**src/rtl/chan_scanner_pkg.sv**
```systemverilog
// Shared types and constants for the channel scanner and the 6-to-1 mux stage it drives.
package chan_scan_pkg;

    localparam int NUM_CH_DEF = 6;
    localparam int DW_DEF     = 4;
    localparam int SEL_W      = 3;

    // Out-of-range select code: the mux drives zero while the scanner is parked here
    localparam logic [SEL_W-1:0] SEL_IDLE = 3'd7;

    typedef enum logic [1:0] {
        ST_IDLE,
        ST_SETTLE,
        ST_HOLD
    } state_e;

endpackage

```
**src/rtl/chan_scanner_pick.sv**
```systemverilog
// chan_pick: combinational finder for the lowest enabled channel, either from
// channel 0 (from_start_i) or strictly above the current channel.
module chan_pick
    import chan_scan_pkg::*;
#(
    parameter int NUM_CH = NUM_CH_DEF
) (
    input  logic [NUM_CH-1:0] mask_i,
    input  logic [SEL_W-1:0]  cur_i,
    input  logic              from_start_i,
    output logic [SEL_W-1:0]  next_o,
    output logic              found_o
);

    // Descending scan so the lowest qualifying channel is the last one written
    always_comb begin
        next_o  = SEL_IDLE;
        found_o = 1'b0;
        for (int i = NUM_CH - 1; i >= 0; i--) begin
            if (mask_i[i] && (from_start_i || (i > int'(cur_i)))) begin
                next_o  = SEL_W'(i);
                found_o = 1'b1;
            end
        end
    end

endmodule

```
**src/rtl/chan_scanner.sv**
```systemverilog
// chan_scanner: steps the mux select through enabled channels, settles, samples and
// hands each sample out on a valid/ready port. CHAN_SCANNER_CONTINUOUS_EN makes it wrap forever.
module chan_scanner
    import chan_scan_pkg::*;
#(
    parameter int NUM_CH  = NUM_CH_DEF,
    parameter int DW      = DW_DEF,
    parameter int DWELL_W = 4
) (
    input  logic               clk_i,
    input  logic               aresetn_i,
    input  logic               start_i,
    input  logic               stop_i,
    input  logic [NUM_CH-1:0]  ch_mask_i,
    input  logic [DWELL_W-1:0] dwell_i,
    output logic [SEL_W-1:0]   sel_o,
    input  logic [DW-1:0]      mux_out_i,
    output logic               out_valid_o,
    input  logic               out_ready_i,
    output logic [DW-1:0]      out_data_o,
    output logic [SEL_W-1:0]   out_ch_o,
    output logic               busy_o,
    output logic               done_o
);

    state_e             state_q, state_d;
    logic [SEL_W-1:0]   sel_q, sel_d;
    logic [DWELL_W-1:0] cnt_q, cnt_d;
    logic [DWELL_W-1:0] dwell_q, dwell_d;
    logic [NUM_CH-1:0]  mask_q, mask_d;
    logic               valid_q, valid_d;
    logic [DW-1:0]      data_q, data_d;
    logic [SEL_W-1:0]   ch_q, ch_d;
    logic               done_q, done_d;

    logic [NUM_CH-1:0]  first_mask;
    logic [SEL_W-1:0]   first_ch, adv_ch;
    logic               first_found, adv_found;

    // In IDLE the first channel comes from the live mask being latched; otherwise from the latched one
    assign first_mask = (state_q == ST_IDLE) ? ch_mask_i : mask_q;

    chan_pick #(.NUM_CH(NUM_CH)) u_pick_first (
        .mask_i       (first_mask),
        .cur_i        (sel_q),
        .from_start_i (1'b1),
        .next_o       (first_ch),
        .found_o      (first_found)
    );

    chan_pick #(.NUM_CH(NUM_CH)) u_pick_adv (
        .mask_i       (mask_q),
        .cur_i        (sel_q),
        .from_start_i (1'b0),
        .next_o       (adv_ch),
        .found_o      (adv_found)
    );

    always_ff @(posedge clk_i or negedge aresetn_i) begin
        if (!aresetn_i) begin
            state_q <= ST_IDLE;
            sel_q   <= SEL_IDLE;
            cnt_q   <= '0;
            dwell_q <= '0;
            mask_q  <= '0;
            valid_q <= 1'b0;
            data_q  <= '0;
            ch_q    <= '0;
            done_q  <= 1'b0;
        end else begin
            state_q <= state_d;
            sel_q   <= sel_d;
            cnt_q   <= cnt_d;
            dwell_q <= dwell_d;
            mask_q  <= mask_d;
            valid_q <= valid_d;
            data_q  <= data_d;
            ch_q    <= ch_d;
            done_q  <= done_d;
        end
    end

    always_comb begin
        state_d = state_q;
        sel_d   = sel_q;
        cnt_d   = cnt_q;
        dwell_d = dwell_q;
        mask_d  = mask_q;
        valid_d = valid_q;
        data_d  = data_q;
        ch_d    = ch_q;
        done_d  = 1'b0;

        case (state_q)
            ST_IDLE: begin
                if (start_i && !stop_i) begin
                    mask_d  = ch_mask_i;
                    dwell_d = dwell_i;
                    if (first_found) begin
                        sel_d   = first_ch;
                        cnt_d   = dwell_i;
                        state_d = ST_SETTLE;
                    end else begin
                        done_d = 1'b1;
                    end
                end
            end

            ST_SETTLE: begin
                if (stop_i) begin
                    state_d = ST_IDLE;
                    sel_d   = SEL_IDLE;
                    valid_d = 1'b0;
                end else if (cnt_q != '0) begin
                    cnt_d = cnt_q - DWELL_W'(1);
                end else begin
                    data_d  = mux_out_i;
                    ch_d    = sel_q;
                    valid_d = 1'b1;
                    state_d = ST_HOLD;
                end
            end

            ST_HOLD: begin
                // A handshake coincident with stop still completes downstream; stop only kills what follows
                if (stop_i) begin
                    state_d = ST_IDLE;
                    sel_d   = SEL_IDLE;
                    valid_d = 1'b0;
                end else if (valid_q && out_ready_i) begin
                    valid_d = 1'b0;
                    if (adv_found) begin
                        sel_d   = adv_ch;
                        cnt_d   = dwell_q;
                        state_d = ST_SETTLE;
                    end else begin
                        done_d = 1'b1;
`ifdef CHAN_SCANNER_CONTINUOUS_EN
                        sel_d   = first_ch;
                        cnt_d   = dwell_q;
                        state_d = ST_SETTLE;
`else
                        sel_d   = SEL_IDLE;
                        state_d = ST_IDLE;
`endif
                    end
                end
            end

            default: begin
                state_d = ST_IDLE;
                sel_d   = SEL_IDLE;
                valid_d = 1'b0;
            end
        endcase
    end

    assign sel_o       = sel_q;
    assign out_valid_o = valid_q;
    assign out_data_o  = data_q;
    assign out_ch_o    = ch_q;
    assign busy_o      = (state_q != ST_IDLE);
    assign done_o      = done_q;

endmodule
```
**config.mk**
```make
export PLATFORM = sky130hd
export DESIGN_NAME = chan_scanner
export DESIGN_NICKNAME = d
export VERILOG_FILES = /design/src/rtl/chan_scanner_pkg.sv /design/src/rtl/chan_scanner_pick.sv /design/src/rtl/chan_scanner.sv
export SDC_FILE = /design/constraint.sdc
export NUM_CORES = 1
export LEC_CHECK = 0
export BUFFER_PORTS_ARGS = -buffer_cell sky130_fd_sc_hd__buf_2
export CORE_UTILIZATION = 54
export DETAILED_ROUTE_END_ITERATION = 16
export PLACE_DENSITY = 0.87
export SLEW_MARGIN = 15
export SYNTH_ARGS = -nofsm -noshare
export SYNTH_HDL_FRONTEND = slang
export SYNTH_SLANG_ARGS = --single-unit
```
**constraint.sdc**
```tcl
create_clock -name clk_i -period 2.1 [get_ports clk_i]
set_input_delay 0.525 -clock clk_i [delete_from_list [all_inputs] [get_ports clk_i]]
set_output_delay 0.525 -clock clk_i [all_outputs]
set_load 0.02 [all_outputs]
```
==> flow_summary.json <==
{
  "fin_ws_ns": 0.103,
  "setup_tns_ns": 0,
  "dpl_cell_area_sq_um": 1740,
  "cp_num_buf_inv": 4,
  "slew_violations": 0,
  "finalInstanceArea_sq_um": 1790,
  "start_kind": "flip-flop",
  "rsz0062_at_grt": "false",
  "cp.depth": 5,
  "via_per_inst": 6.09,
  "final_common_cell": "buf_2",
  "netlist_area_sq_um": 1560,
  "p_per_area_nw_per_um2": 1520,
  "htree_levels": 1,
  "antenna_cells_inserted": 0,
  "cpLargestDelayFamily": "buffers and inverters",
  "fin_crit_ns": 2.00,
  "cts-hold-fix-buffers": 0,
  "ys_ff_latch": 27,
  "rrSetupSlack_ns": 0.15,
  "run_status": "completed",
  "criticalPathCategory": "reg2out",
  "synth_cell_types": 46,
  "drc": 0,
  "grt_max_degree": 28,
  "antenna_found_initial": 0,
  "numCtsBuffers": 3,
  "r2r_start": "cnt_q[0]$_DFFE_PN0P_",
  "dp.final_hpwl_um": 2640,
  "die_area_sq_um": 3100,
  "r2r_cells": 6,
  "dp_slack_ns": 0.110,
  "fin_crit_sh": 0.951,
  "vias": 1279,
  "drive_above_1_share": 0.402,
  "clkTransAtPathRegs_ns": 0.15,
  "gp_congestion": 0.942,
  "path_max_fanout": 5,
  "grt_pass1_wl_um": 5540,
  "die_y_um": 55.7,
  "hold_violations": 0,
  "hp-class": "in2async",
  "setup_viol": 0,
  "port_buffers": 31,
  "clkSinkCount": 27,
  "tritoncts": "built",
  "required_ns": 1.57,
  "grt.overflow.total": 0,
  "dr.pass1.iters": 6,
  "wl_per_cell_um": 16.7,
  "p_leak_nw": 0.824,
  "ir_drop_mv": 0.949,
  "slowest_stage": "dfrtp_1",
  "drtIter0Drc": 41,
  "track_usage": 0.230,
  "ios": 32,
  "slew_headroom": 0.604,
  "max-cap-violations": 0,
  "cp_cell_sequence": "inv_1, ha_1, buf_4, inv_1, buf_4",
  "syn_nets": 169,
  "crit_arrival_ns": 1.47,
  "avgSynthCellArea_sq_um": 10.8,
  "wl_um": 3520,
  "end_kind": "output pin",
  "final_nets": 205,
  "clk_path_buf_depth": 2,
  "cts_root_buf": "clkbuf_4",
  "p_total_mw": 2.72,
  "post-route-util": 0.655,
  "ys_seq_area_frac": 0.436,
  "syn-instance-count": 144,
  "rows": 19,
  "initial_core_util": 0.570,
  "yosys_warnings": 0,
  "max_freq_mhz": 501,
  "skew_ns": 0.00175,
  "final_cell_mix": "buf_2, dfrtp_1, nor2_1",
  "r2r-end": "out_ch_o[1]$_DFFE_PN0P_",
  "cpPeakStageDelay_ns": 0.39,
  "syn2layout_area_growth_pct": 14.9,
  "fill_cells": 223,
  "clock_latency_ns": 0.32,
  "coreArea_sq_um": 2730,
  "grt_pass1_vias": 1231,
  "final_antenna_net_count": 0,
  "die_x_um": 55.7,
  "worst_pin_slew_ns": 0.593
}
## state kept, by name, indices dropped and copies added (netlist names)
name,flops
sel_o,3
state_q,2
out_valid_o,1
dwell_q,4
cnt_q,4
done_o,1
mask_q,5
out_ch_o,3
out_data_o,4
## cells in the mapped netlist, drive strengths merged
master   number  area (sq um)
xor2          2          17.5
a31oi         2          12.5
o21bai        1          7.51
dfrtp        24           601
a21bo         1          10.0
inv           6          22.5
o22a          1          8.76
nand3         2          10.0
clkbuf        1          7.51
nor2         18          72.6
or2           1          6.26
o21a          2          15.0
a21oi         8          51.3
buf           4          28.8
o32a          1          10.0
nor3b         2          26.3
a2bb2o        1          10.0
a2bb2oi       2          17.5
a32oi         1          16.3
dfstp         3          78.8
and3          1          7.51
o21ai         8          43.8
nor3          1          5.00
mux2         17           199
nor4b         1          8.76
nand4         1          12.5
o22ai         1          6.26
a22oi         3          22.5
nand2         7          26.3
mux2i         4          40.0
nand2b        4          27.5
ha            6          75.1
o31ai         1          7.51
or3b          1          8.76
a21boi        2          15.0
nor2b         2          12.5
o31a          1          10.0
## power by group
| group | switching [mW] | internal, mW | leakage (nW) | total, mW |
|---|---|---|---|---|
| registers | 0.205 | 0.786 | 0.326 | 0.992 |
| logic | 0.795 | 0.706 | 0.485 | 1.50 |
| clock network | 0.158 | 0.0728 | 0.0139 | 0.231 |
## worst max path at each step
stage	from	endpoint	slack, ns
after global placement	stop_i	cnt_q[3]$_DFFE_PN0P_	0.22
after floorplan	state_q[0]$_DFFE_PN0P_	cnt_q[2]$_DFFE_PN0P_	0.24
after detailed placement	cnt_q[0]$_DFFE_PN0P_	out_ch_o[1]$_DFFE_PN0P_	0.11
after CTS	state_q[0]$_DFFE_PN0P_	busy_o	0.07
after global routing	state_q[1]$_DFFE_PN0P_	busy_o	0.008
final	state_q[0]$_DFFE_PN0P_	busy_o	0.10
## metal layers
layer  part of all wire  track usage
met5                  0            0
met4              0.028       0.0964
met3              0.049       0.0349
met2               0.52        0.406
met1               0.40        0.278
## kinds of logic after synthesis
logic type,after synthesis,synth area share
compound gates,36,0.169
xor+xnor,2,0.0112
fa+ha+maj,6,0.0482
buf+inv,11,0.0378
flops,27,0.436
mux,21,0.153
simple gates,41,0.144
## per-stage QoR
stage | hold slack [ns] | instances
6_report | 0.177 | 210
5_1_grt | 0.219 | 210
4_1_cts | 0.194 | 208
3_5_place_dp | 0.492 | 204
3_3_place_gp | 0.486 | 204
2_1_floorplan | 0.229 | 144
## cell type report
cell class	count	area, sq um	area share
multi-input combinational	106	825	0.461
clock inverter	1	7.51	0.00419
clock buffer	3	22.5	0.0126
timing repair buffer	36	195	0.109
inverter	6	22.5	0.0126
sequential	27	679	0.379
tap	31	38.8	0.0217
## what timing repair did
item / 4_1_cts / 5_1_grt
gates resized for setup: 0 / 2
hold endpoints to repair: 0 / 0
setup buffers: 0 / 2
endpoints found under the setup margin: 0 / 8
No activity file was read; power rests on OpenSTA's default activity.
